**config.mk**
```make
export PLATFORM = sky130hd
export DESIGN_NAME = uart_rx_display_mux
export DESIGN_NICKNAME = d
export VERILOG_FILES = /design/src/rtl/uart_rx_display_mux.sv
export SDC_FILE = /design/constraint.sdc
export NUM_CORES = 1
export LEC_CHECK = 0
export ABC_CLOCK_PERIOD_IN_PS = 5900
export CORE_MARGIN = 2
export CORE_UTILIZATION = 33
export CTS_CLUSTER_DIAMETER = 40
export DETAILED_ROUTE_END_ITERATION = 8
export SETUP_SLACK_MARGIN = 0.4
export SLEW_MARGIN = 20
export SYNTH_ARGS = -nofsm -noshare
export SYNTH_HDL_FRONTEND = slang
export SYNTH_SLANG_ARGS = --single-unit
export TNS_END_PERCENT = 1
```
**constraint.sdc**
```tcl
create_clock -name i_clk -period 5.9 [get_ports i_clk]
set_input_delay 0.59 -clock i_clk [delete_from_list [all_inputs] [get_ports i_clk]]
set_output_delay 0.59 -clock i_clk [all_outputs]
set_load 0.005 [all_outputs]
```
**src/rtl/uart_rx_display_mux.sv**
```systemverilog
// rtl/uart_rx_display_mux.sv - two-digit multiplexed display of the last received UART byte
// Optional `LEADING_ZERO_BLANK_EN darkens the high digit when its nibble is zero.
module uart_rx_display_mux #(
   parameter int REFRESH_CYCLES  = 25000,
   parameter int GUARD_CYCLES    = 16,
   parameter int ACTIVITY_CYCLES = 2500000
) (
   input  logic       i_clk,
   input  logic       i_rst,
   input  logic       i_rx_dv,
   input  logic [7:0] i_rx_byte,
   output logic [3:0] o_binary_num,
   output logic [1:0] o_digit_sel,
   output logic       o_activity
);

   localparam int MAX_CYCLES = (REFRESH_CYCLES > GUARD_CYCLES) ? REFRESH_CYCLES : GUARD_CYCLES;
   localparam int CNT_W      = $clog2(MAX_CYCLES + 1);
   localparam int ACT_W      = $clog2(ACTIVITY_CYCLES + 1);

   localparam logic [CNT_W-1:0] REFRESH_LOAD = CNT_W'(REFRESH_CYCLES);
   localparam logic [CNT_W-1:0] GUARD_LOAD   = CNT_W'(GUARD_CYCLES);
   localparam logic [CNT_W-1:0] CNT_ONE      = CNT_W'(1);
   localparam logic [ACT_W-1:0] ACT_LOAD     = ACT_W'(ACTIVITY_CYCLES);
   localparam logic [ACT_W-1:0] ACT_ONE      = ACT_W'(1);

   typedef enum logic [1:0] {
      LO_ON    = 2'd0,
      LO_GUARD = 2'd1,
      HI_ON    = 2'd2,
      HI_GUARD = 2'd3
   } state_t;

   state_t           state;
   state_t           state_next;
   logic [CNT_W-1:0] cnt;
   logic [CNT_W-1:0] cnt_next;
   logic             frame_latch;
   logic [1:0]       sel_next;
   logic [7:0]       r_shadow;
   logic [7:0]       r_disp;
   logic             r_seen;
   logic [ACT_W-1:0] act_cnt;

   always_comb begin
      state_next  = state;
      cnt_next    = cnt - CNT_ONE;
      frame_latch = 1'b0;
      if (cnt == CNT_ONE) begin
         case (state)
            LO_ON: begin
               state_next = LO_GUARD;
               cnt_next   = GUARD_LOAD;
            end
            LO_GUARD: begin
               state_next = HI_ON;
               cnt_next   = REFRESH_LOAD;
            end
            HI_ON: begin
               state_next  = HI_GUARD;
               cnt_next    = GUARD_LOAD;
               frame_latch = 1'b1;
            end
            default: begin
               state_next = LO_ON;
               cnt_next   = REFRESH_LOAD;
            end
         endcase
      end
   end

   // Digit enable lags the state by one cycle, so the nibble (loaded during the
   // first guard cycle) is already decoded before the next ON window opens.
   always_comb begin
      sel_next = 2'b00;
      case (state)
         LO_ON: sel_next = 2'b01;
         HI_ON: begin
`ifdef LEADING_ZERO_BLANK_EN
            sel_next = (r_disp[7:4] == 4'h0) ? 2'b00 : 2'b10;
`else
            sel_next = 2'b10;
`endif
         end
         default: sel_next = 2'b00;
      endcase
      if (!r_seen) begin
         sel_next = 2'b00;
      end
   end

   always_ff @(posedge i_clk) begin
      if (i_rst) begin
         state        <= LO_ON;
         cnt          <= REFRESH_LOAD;
         r_shadow     <= 8'h00;
         r_disp       <= 8'h00;
         r_seen       <= 1'b0;
         o_binary_num <= 4'h0;
         o_digit_sel  <= 2'b00;
         act_cnt      <= '0;
      end else begin
         state       <= state_next;
         cnt         <= cnt_next;
         o_digit_sel <= sel_next;
         if (i_rx_dv) begin
            r_shadow <= i_rx_byte;
            r_seen   <= 1'b1;
         end
         if (frame_latch) begin
            r_disp <= r_shadow;
         end
         if (state == LO_GUARD) begin
            o_binary_num <= r_disp[7:4];
         end else if (state == HI_GUARD) begin
            o_binary_num <= r_disp[3:0];
         end
         if (i_rx_dv) begin
            act_cnt <= ACT_LOAD;
         end else if (act_cnt != '0) begin
            act_cnt <= act_cnt - ACT_ONE;
         end
      end
   end

   assign o_activity = (act_cnt != '0);

endmodule

```
==> reports/results.md, run 1 <==
| Metric | Value | Unit |
|:---|:---|:---|
| Status | completed | - |
| Top cell type by total area after synthesis | sky130_fd_sc_hd__dfxtp_1 | - |
| H-tree levels | 3 | - |
| Clock buffer count from CTS | 9 | - |
| Class of the tightest hold or removal check | flop to flop | - |
| CP max FO | 16 | - |
| Least-Margin Pin Slew | 791 | ps |
| Yosys warns | 0 | - |
| Area of the die | 9450 | um2 |
| Total nets after synthesis | 337 | - |
| Pre-CTS WS | 3160 | ps |
| Combinational share of power | 13.9 | % |
| Min cycle time layout | 3120 | ps |
| Fraction of power consumed by sequential logic | 51.0 | % |
| Mean instance size in the synthesized netlist | 9.01 | um2 |
| Number of enable flip-flop cells after synthesis | 0 | - |
| Final worst slack | 2780 | ps |
| Power Dens Cells | 277 | nW/um2 |
| Number of antenna violations at the first check in global routing | 0 | - |
| Fmax | 320 | MHz |
| Pins Over Slew Limit | 0 | - |
| Via Count | 2161 | - |
| Net Sw Frac | 27.2 | % |
| Num rows | 34 | - |
| Number of DRC violations after detailed-routing iteration 0 | 49 | - |
| Max_cap viols | 0 | - |
| Number of vias per cell after detailed routing | 4.89 | - |
| Clock tree from TritonCTS | yes | - |
| Clock root buffer | sky130_fd_sc_hd__clkbuf_8 | - |
| Cell Int Power | 0.658 | mW |
| Max rail drop VDD | 0.192 | mV |
| Sw power | 0.246 | mW |
| Nets | 348 | - |
| Number of nets with antenna violations after routing | 0 | - |
| Netlist area before placement | 2870 | um2 |
| Global route total overflow | 0 | - |
| Number of sinks handled by clock tree synthesis | 62 | - |
| Area growth from synthesis to final layout | 14.0 | % |
| Wire length per cell after detailed routing | 12.7 | um |
| Signal arrival time at the worst endpoint | 2530 | ps |
| Antenna diode count | 0 | - |
| Remaining design rule violation count | 0 | - |
| Cell types with the highest counts after synthesis | 62 x sky130_fd_sc_hd__dfxtp_1, 60 x sky130_fd_sc_hd__nor2_1, 22 x sky130_fd_sc_hd__mux2i_1 | - |
| RSZ-0062 raised after global routing | no | - |
| Clock network fraction of total power | 35.1 | % |
| Vias in the first global route | 2142 | - |
| # Post-CTS Setup Buffers | 0 | - |
| Number of placed instances, taps included | 426 | - |
| Synth Instances | 318 | - |
| Leakage | 1.29 | nW |
| Crit Path Category | flop to output port | - |
| Layout fillers | 877 | - |
| Proportion of synthesized flip-flops having asynchronous set or reset | 0 | % |
| Final number of setup-violating endpoints | 0 | - |
| Most common cell in the synthesized netlist | sky130_fd_sc_hd__dfxtp_1 | - |
| Initial DRT Pass Iterations | 4 | - |
| Share of the cycle needed by the critical path after routing | 52.9 | % |
| Sequential cell area fraction in the yosys report | 43.3 | % |
| Final-report hold violation count | 0 | - |
| Synthesized flop and latch total | 62 | - |
| Max_slew headroom | 47.1 | % |
| WP data required | 5310 | ps |
| Ports placed on the boundary | 18 | - |
| Initial core utilization | 33.5 | % |
| Accumulated negative setup slack | 0 | ps |
| Finished Layout Cells | 442 | - |
| Clock slew at reported path FFs | 60 | ps |
| Wire length of the first global-routing pass | 9750 | um |
| Fraction of synthesized cell area taken by the top area cell type | 43.3 | % |
| Die width | 97.2 | um |
| Routability Congestion | 0.738 | - |
| Height of the die | 97.2 | um |
| Post-cts hold buffer count | 0 | - |
| Worst-skew pair later-pin latency | 330 | ps |
| Floorplan core area | 8550 | um2 |
| Power Total | 0.904 | mW |
| Tot GR Track Use | 12.6 | % |
| Post_cts resized | 0 | - |
| Proportion of layout cells with a drive suffix above 1 | 7.49 | % |
| Post-DP HPWL | 3830 | um |
| Top post-synthesis cells by area | sky130_fd_sc_hd__dfxtp_1 43%, sky130_fd_sc_hd__nor2_1 7.9%, sky130_fd_sc_hd__mux2i_1 7.7% | - |
| Most frequently used flop master after synthesis | sky130_fd_sc_hd__dfxtp_1 | - |
| Largest net degree at the start of global routing | 44 | - |
| Critical path launch point type | flop | - |
| Maximum clock path buffer count | 2 | - |
| Final worst clock skew | 6.38 | ps |
| Port Buffer Count | 17 | - |
| Total length of routed wires | 5620 | um |
| Setup crit end kind | output port | - |
| Synth cell types | 46 | - |
| Smallest hold slack | 491 | ps |
[critical path, cell delays in order (launching register included)]
cell,delay [ps]
sky130_fd_sc_hd__dfxtp_1,350
sky130_fd_sc_hd__nor4_1,540
sky130_fd_sc_hd__and2_1,590
sky130_fd_sc_hd__nand4_1,240
sky130_fd_sc_hd__clkdlybuf4s50_1,490
[kinds of logic after synthesis]
family | count (synthesis) | share of synthesized area [%]
flops | 62 | 43.3
simple gates | 130 | 23.7
buf+inv | 26 | 3.80
compound gates | 44 | 10.1
mux | 22 | 7.68
fa+ha+maj | 8 | 3.49
xor+xnor | 26 | 7.94
[stage by stage]
stage	util (%)	instance area (um2)
after floorplan	-	2870
after global placement	36.3	3100
after detailed placement	36.3	3100
after CTS	38.2	3270
after global routing	38.2	3270
final	38.2	3270
[state kept, by name, summed over array words and instances, names as in the netlist]
register / count
act_cnt: 22
cnt: 15
o_binary_num: 4
o_digit_sel: 2
r_disp: 8
r_seen: 1
r_shadow: 8
state: 2
[worst paths after layout]
kind,startpoint,end,slack (ps),depth (start not counted)
min reg2reg,r_seen$_SDFFE_PP0P_,r_seen$_SDFFE_PP0P_,490,2
min,r_seen$_SDFFE_PP0P_,r_seen$_SDFFE_PP0P_,490,2
max reg2reg,act_cnt[8]$_SDFFE_PP0P_,act_cnt[17]$_SDFFE_PP0P_,3600,5
max,act_cnt[17]$_SDFFE_PP0P_,o_activity,2780,4
[area by class of cell]
cell class | instances | area (um2) | share of cell area (%)
inverter | 8 | 30.0 | 0.919
sequential | 62 | 1240 | 38.0
tap | 108 | 135 | 4.13
clock inverter | 4 | 22.5 | 0.689
clock buffer | 12 | 145 | 4.44
timing repair buffer | 18 | 178 | 5.44
multi-input combinational | 230 | 1520 | 46.4
[power by group through the flow]
stage / logic [mW] / clock network [mW] / registers, mW
floorplan: 0.102 / 0 / 0.464
global placement: 0.123 / 0 / 0.468
detailed placement: 0.126 / 0 / 0.470
CTS: 0.127 / 0.331 / 0.461
global route: 0.140 / 0.351 / 0.464
finish: 0.126 / 0.318 / 0.461
[per-layer routing]
layer	track usage (%)	up-vias	share of wire, %
met5	0	-	0
met4	5.63	0	1.7
met3	3.45	6	3.1
met2	22.2	29	50
met1	14.3	1003	45
li1	-	1123	-
[cells in the final DEF (no fill, tap or decap), drive strengths merged, types with 2 or more instances in the layout]
| master | n |
|---|---|
| a2111oi | 2 |
| a211oi | 8 |
| a21o | 5 |
| a21oi | 18 |
| a41o | 2 |
| and3 | 5 |
| and3b | 2 |
| clkbuf | 12 |
| clkdlybuf4s50 | 17 |
| clkinv | 3 |
| dfxtp | 62 |
| ha | 8 |
| inv | 8 |
| mux2i | 22 |
| nand2 | 11 |
| nand2b | 2 |
| nand3 | 11 |
| nand3b | 2 |
| nand4 | 4 |
| nor2 | 61 |
| nor3 | 8 |
| nor3b | 2 |
| nor4 | 7 |
| nor4b | 2 |
| o21ai | 3 |
| or2 | 2 |
| or3 | 5 |
| or4 | 4 |
| xnor2 | 17 |
| xor2 | 9 |
Power figures use the tool's default switching activity.
==> run 2, diff against run 1 <==
--- a/config.mk
+++ b/config.mk
@@ -5,7 +5,7 @@
 export SDC_FILE = /design/constraint.sdc
 export NUM_CORES = 1
 export LEC_CHECK = 0
-export ABC_CLOCK_PERIOD_IN_PS = 5900
+export ABC_CLOCK_PERIOD_IN_PS = 2600
 export CORE_MARGIN = 2
 export CORE_UTILIZATION = 33
 export CTS_CLUSTER_DIAMETER = 40
==> constraint.sdc (replaced) <==
create_clock -name i_clk -period 2.6 [get_ports i_clk]
set_input_delay 0.26 -clock i_clk [delete_from_list [all_inputs] [get_ports i_clk]]
set_output_delay 0.26 -clock i_clk [all_outputs]
set_load 0.005 [all_outputs]
==> reports/results.md, run 2 (synthesized netlist as in run 1, its figures left out) <==
| Metric | Value | Unit | vs previous |
|:---|:---|:---|:---|
| Worst-skew pair later-pin latency | 340 | ps | about the same |
| Share of the cycle needed by the critical path after routing | 81.2 | % |  |
| Endpoint of the most critical register-to-register path | act_cnt[17]$_SDFFE_PP0P_ | - |  |
| Floorplan core area | 8550 | um2 | unchanged |
| Proportion of layout cells with a drive suffix above 1 | 11.1 | % | +3.7 points |
| Leakage | 1.36 | nW | +5.5% |
| Fmax | 474 | MHz |  |
| Highest-delay cell along the critical path | sky130_fd_sc_hd__or4_4 | - |  |
| Final worst clock skew | 8.45 | ps | +2.07 ps |
| Final-report hold violation count | 0 | - | unchanged |
| Max_slew headroom | 61.7 | % | +15 points |
| Status | completed | - |  |
| Chain of cells forming the critical path | or4_4, nor2_2, nand4_1, dlygate4sd2_1 | - |  |
| Final number of setup-violating endpoints | 0 | - | unchanged |
| Startpoint of the worst register-to-register path | act_cnt[8]$_SDFFE_PP0P_ | - |  |
| Largest registers | act_cnt: 22 flops, cnt: 15 flops | - |  |
| Most used cells in the layout excluding fill and tap cells | 62 x sky130_fd_sc_hd__dfxtp_1, 60 x sky130_fd_sc_hd__nor2_1, 22 x sky130_fd_sc_hd__mux2i_1 | - |  |
| Critical path destination | o_activity | - |  |
| Power Dens Cells | 681 | nW/um2 | +150% |
| CP max FO | 6 | - | -10 |
| Clock root buffer | sky130_fd_sc_hd__clkbuf_8 | - |  |
| Number of vias per cell after detailed routing | 4.87 | - | -0.47% |
| Instance count on the critical path | 4 | - | unchanged |
| Area growth from synthesis to final layout | 18.8 | % |  |
| Post-DP HPWL | 3750 | um | -2.2% |
| Number of nets with antenna violations after routing | 0 | - | unchanged |
| Register name with the most flops | act_cnt | - |  |
| Crit Path Category | flop to output port | - |  |
| Vias in the first global route | 2175 | - | +1.5% |
| Die width | 97.2 | um | unchanged |
| Total length of routed wires | 5590 | um | -0.50% |
| Worst hold start | r_seen$_SDFFE_PP0P_ | - |  |
| Min cycle time layout | 2110 | ps |  |
| Number of sinks handled by clock tree synthesis | 62 | - | unchanged |
| Combinational share of power | 13.0 | % | -0.9 points |
| Number of placed instances, taps included | 430 | - | +0.94% |
| Global route total overflow | 0 | - | unchanged |
| Largest stage delay on the critical path | 600 | ps | about the same |
| Clock tree from TritonCTS | yes | - |  |
| Sw power | 0.624 | mW | +150% |
| Cell Int Power | 1.69 | mW | +160% |
| Antenna diode count | 0 | - | unchanged |
| Max rail drop VDD | 0.305 | mV | +59% |
| Max_cap viols | 0 | - | unchanged |
| Number of cells traversed by the worst register-to-register path | 6 | - | +1 |
| Number of DRC violations after detailed-routing iteration 0 | 59 | - | +20% |
| Area of the die | 9450 | um2 | unchanged |
| Height of the die | 97.2 | um | unchanged |
| RSZ-0062 raised after global routing | yes | - |  |
| Signal arrival time at the worst endpoint | 1850 | ps | -680 ps |
| Wire length per cell after detailed routing | 12.5 | um | -2.0% |
| Initial DRT Pass Iterations | 4 | - | unchanged |
| Num rows | 34 | - | unchanged |
| Flip-flop count of the largest register, all copies and words added | 22 | - | unchanged |
| Smallest hold slack | 492 | ps | +1.44 ps |
| Clock buffer count from CTS | 9 | - | unchanged |
| Net Sw Frac | 26.9 | % | -0.31 points |
| Remaining design rule violation count | 0 | - | unchanged |
| H-tree levels | 3 | - | unchanged |
| Number of antenna violations at the first check in global routing | 0 | - | unchanged |
| WP data required | 2340 | ps | -2970 ps |
| Largest delay contributor family on the critical path | simple AND/OR/NAND/NOR gates | - |  |
| Tot GR Track Use | 12.7 | % | +0.057 points |
| Ports placed on the boundary | 18 | - | unchanged |
| Critical path launch point type | flop | - |  |
| Port Buffer Count | 17 | - | unchanged |
| Wire length of the first global-routing pass | 9850 | um | +0.99% |
| Fraction of power consumed by sequential logic | 45.1 | % | -5.9 points |
| Clock slew at reported path FFs | 70 | ps | about the same |
| Initial core utilization | 33.5 | % | unchanged |
| Clock network fraction of total power | 41.8 | % | +6.7 points |
| Via Count | 2185 | - | +1.1% |
| Nets | 355 | - | +2.0% |
| Bufs and invs on worst path | 1 | - | unchanged |
| Accumulated negative setup slack | 0 | ps | unchanged |
| Pins Over Slew Limit | 0 | - | unchanged |
| Maximum clock path buffer count | 2 | - | unchanged |
| Least-Margin Pin Slew | 570 | ps | -221 ps |
| Setup crit end kind | output port | - |  |
| Setup crit start | act_cnt[8]$_SDFFE_PP0P_ | - |  |
| Routability Congestion | 0.780 | - | +5.6% |
| Class of the tightest hold or removal check | flop to flop | - |  |
| Largest net degree at the start of global routing | 33 | - | -25% |
| Most frequent standard cell in the layout excluding fill and tap cells | sky130_fd_sc_hd__dfxtp_1 | - |  |
| Finished Layout Cells | 449 | - | +1.6% |
| Share of the core filled with cells in the final layout | 39.8 | % | +1.6 points |
| Register-to-register setup slack | 620 | ps | -2980 ps |
[run 2: cell count changes in the layout (fill, tap and decap cells not counted), moves of 2 or more]
cell	change
sky130_fd_sc_hd__inv_6	+3
sky130_fd_sc_hd__clkbuf_1	-2
sky130_fd_sc_hd__buf_4	+7
sky130_fd_sc_hd__bufinv_16	+2
sky130_fd_sc_hd__clkinv_2	-3
sky130_fd_sc_hd__clkinv_4	+2
[run 2: power groups by stage]
stage	Sequential, mW	Clock [mW]	Combinational, mW
after floorplan	1.05	0	0.232
after global placement	1.06	0	0.288
after detailed placement	1.07	0	0.289
after CTS	1.04	0.999	0.297
after global routing	1.05	1.03	0.341
final	1.05	0.969	0.303
[run 2: cell type report]
type	count	area (um2)
Fill cell	865	5140
Multi-Input combinational cell	230	1540
Sequential cell	62	1240
Timing Repair Buffer	25	229
Tap cell	108	135
Clock buffer	9	124
Clock inverter	7	104
Inverter	8	30.0
[run 2: metal layers]
layer / up-vias / track usage, % / share of wire [%]
met4: 0 / 5.63 / 2.0
met2: 42 / 20.1 / 46
met3: 12 / 3.74 / 3.9
met5: - / 0 / 0
li1: 1135 / - / -
met1: 996 / 16.0 / 49
[run 2: metrics by stage]
stage	instance area, um2	worst slack (ps)	total power [mW]
after global routing	3410	384	2.43
after global placement	3130	436	1.35
final	3410	488	2.32
after floorplan	2870	702	1.29
after detailed placement	3130	406	1.35
after CTS	3370	439	2.34
[run 2: timing repair]
action	CTS	global route
setup buffers	0	3
pin swaps	0	1
setup endpoints to repair	2	4
hold buffers	0	0
resized for setup	6	1
[run 2: worst min-delay path by stage]
stage,end,cells past startpoint
2_1_floorplan,r_shadow[0]$_SDFFE_PP0P_,2
3_3_place_gp,o_binary_num[2]$_SDFFE_PP0P_,2
3_5_place_dp,o_binary_num[1]$_SDFFE_PP0P_,2
4_1_cts,r_seen$_SDFFE_PP0P_,2
5_1_grt,act_cnt[15]$_SDFFE_PP0P_,2
6_report,r_seen$_SDFFE_PP0P_,2
[run 2: worst reg2reg max path, cell delays in order, from the launching register on]
cell,delay (ps)
sky130_fd_sc_hd__dfxtp_1,350
sky130_fd_sc_hd__or4_4,600
sky130_fd_sc_hd__nor4_4,280
sky130_fd_sc_hd__buf_4,190
sky130_fd_sc_hd__nor4b_4,210
sky130_fd_sc_hd__xnor2_1,150
sky130_fd_sc_hd__a21oi_1,80
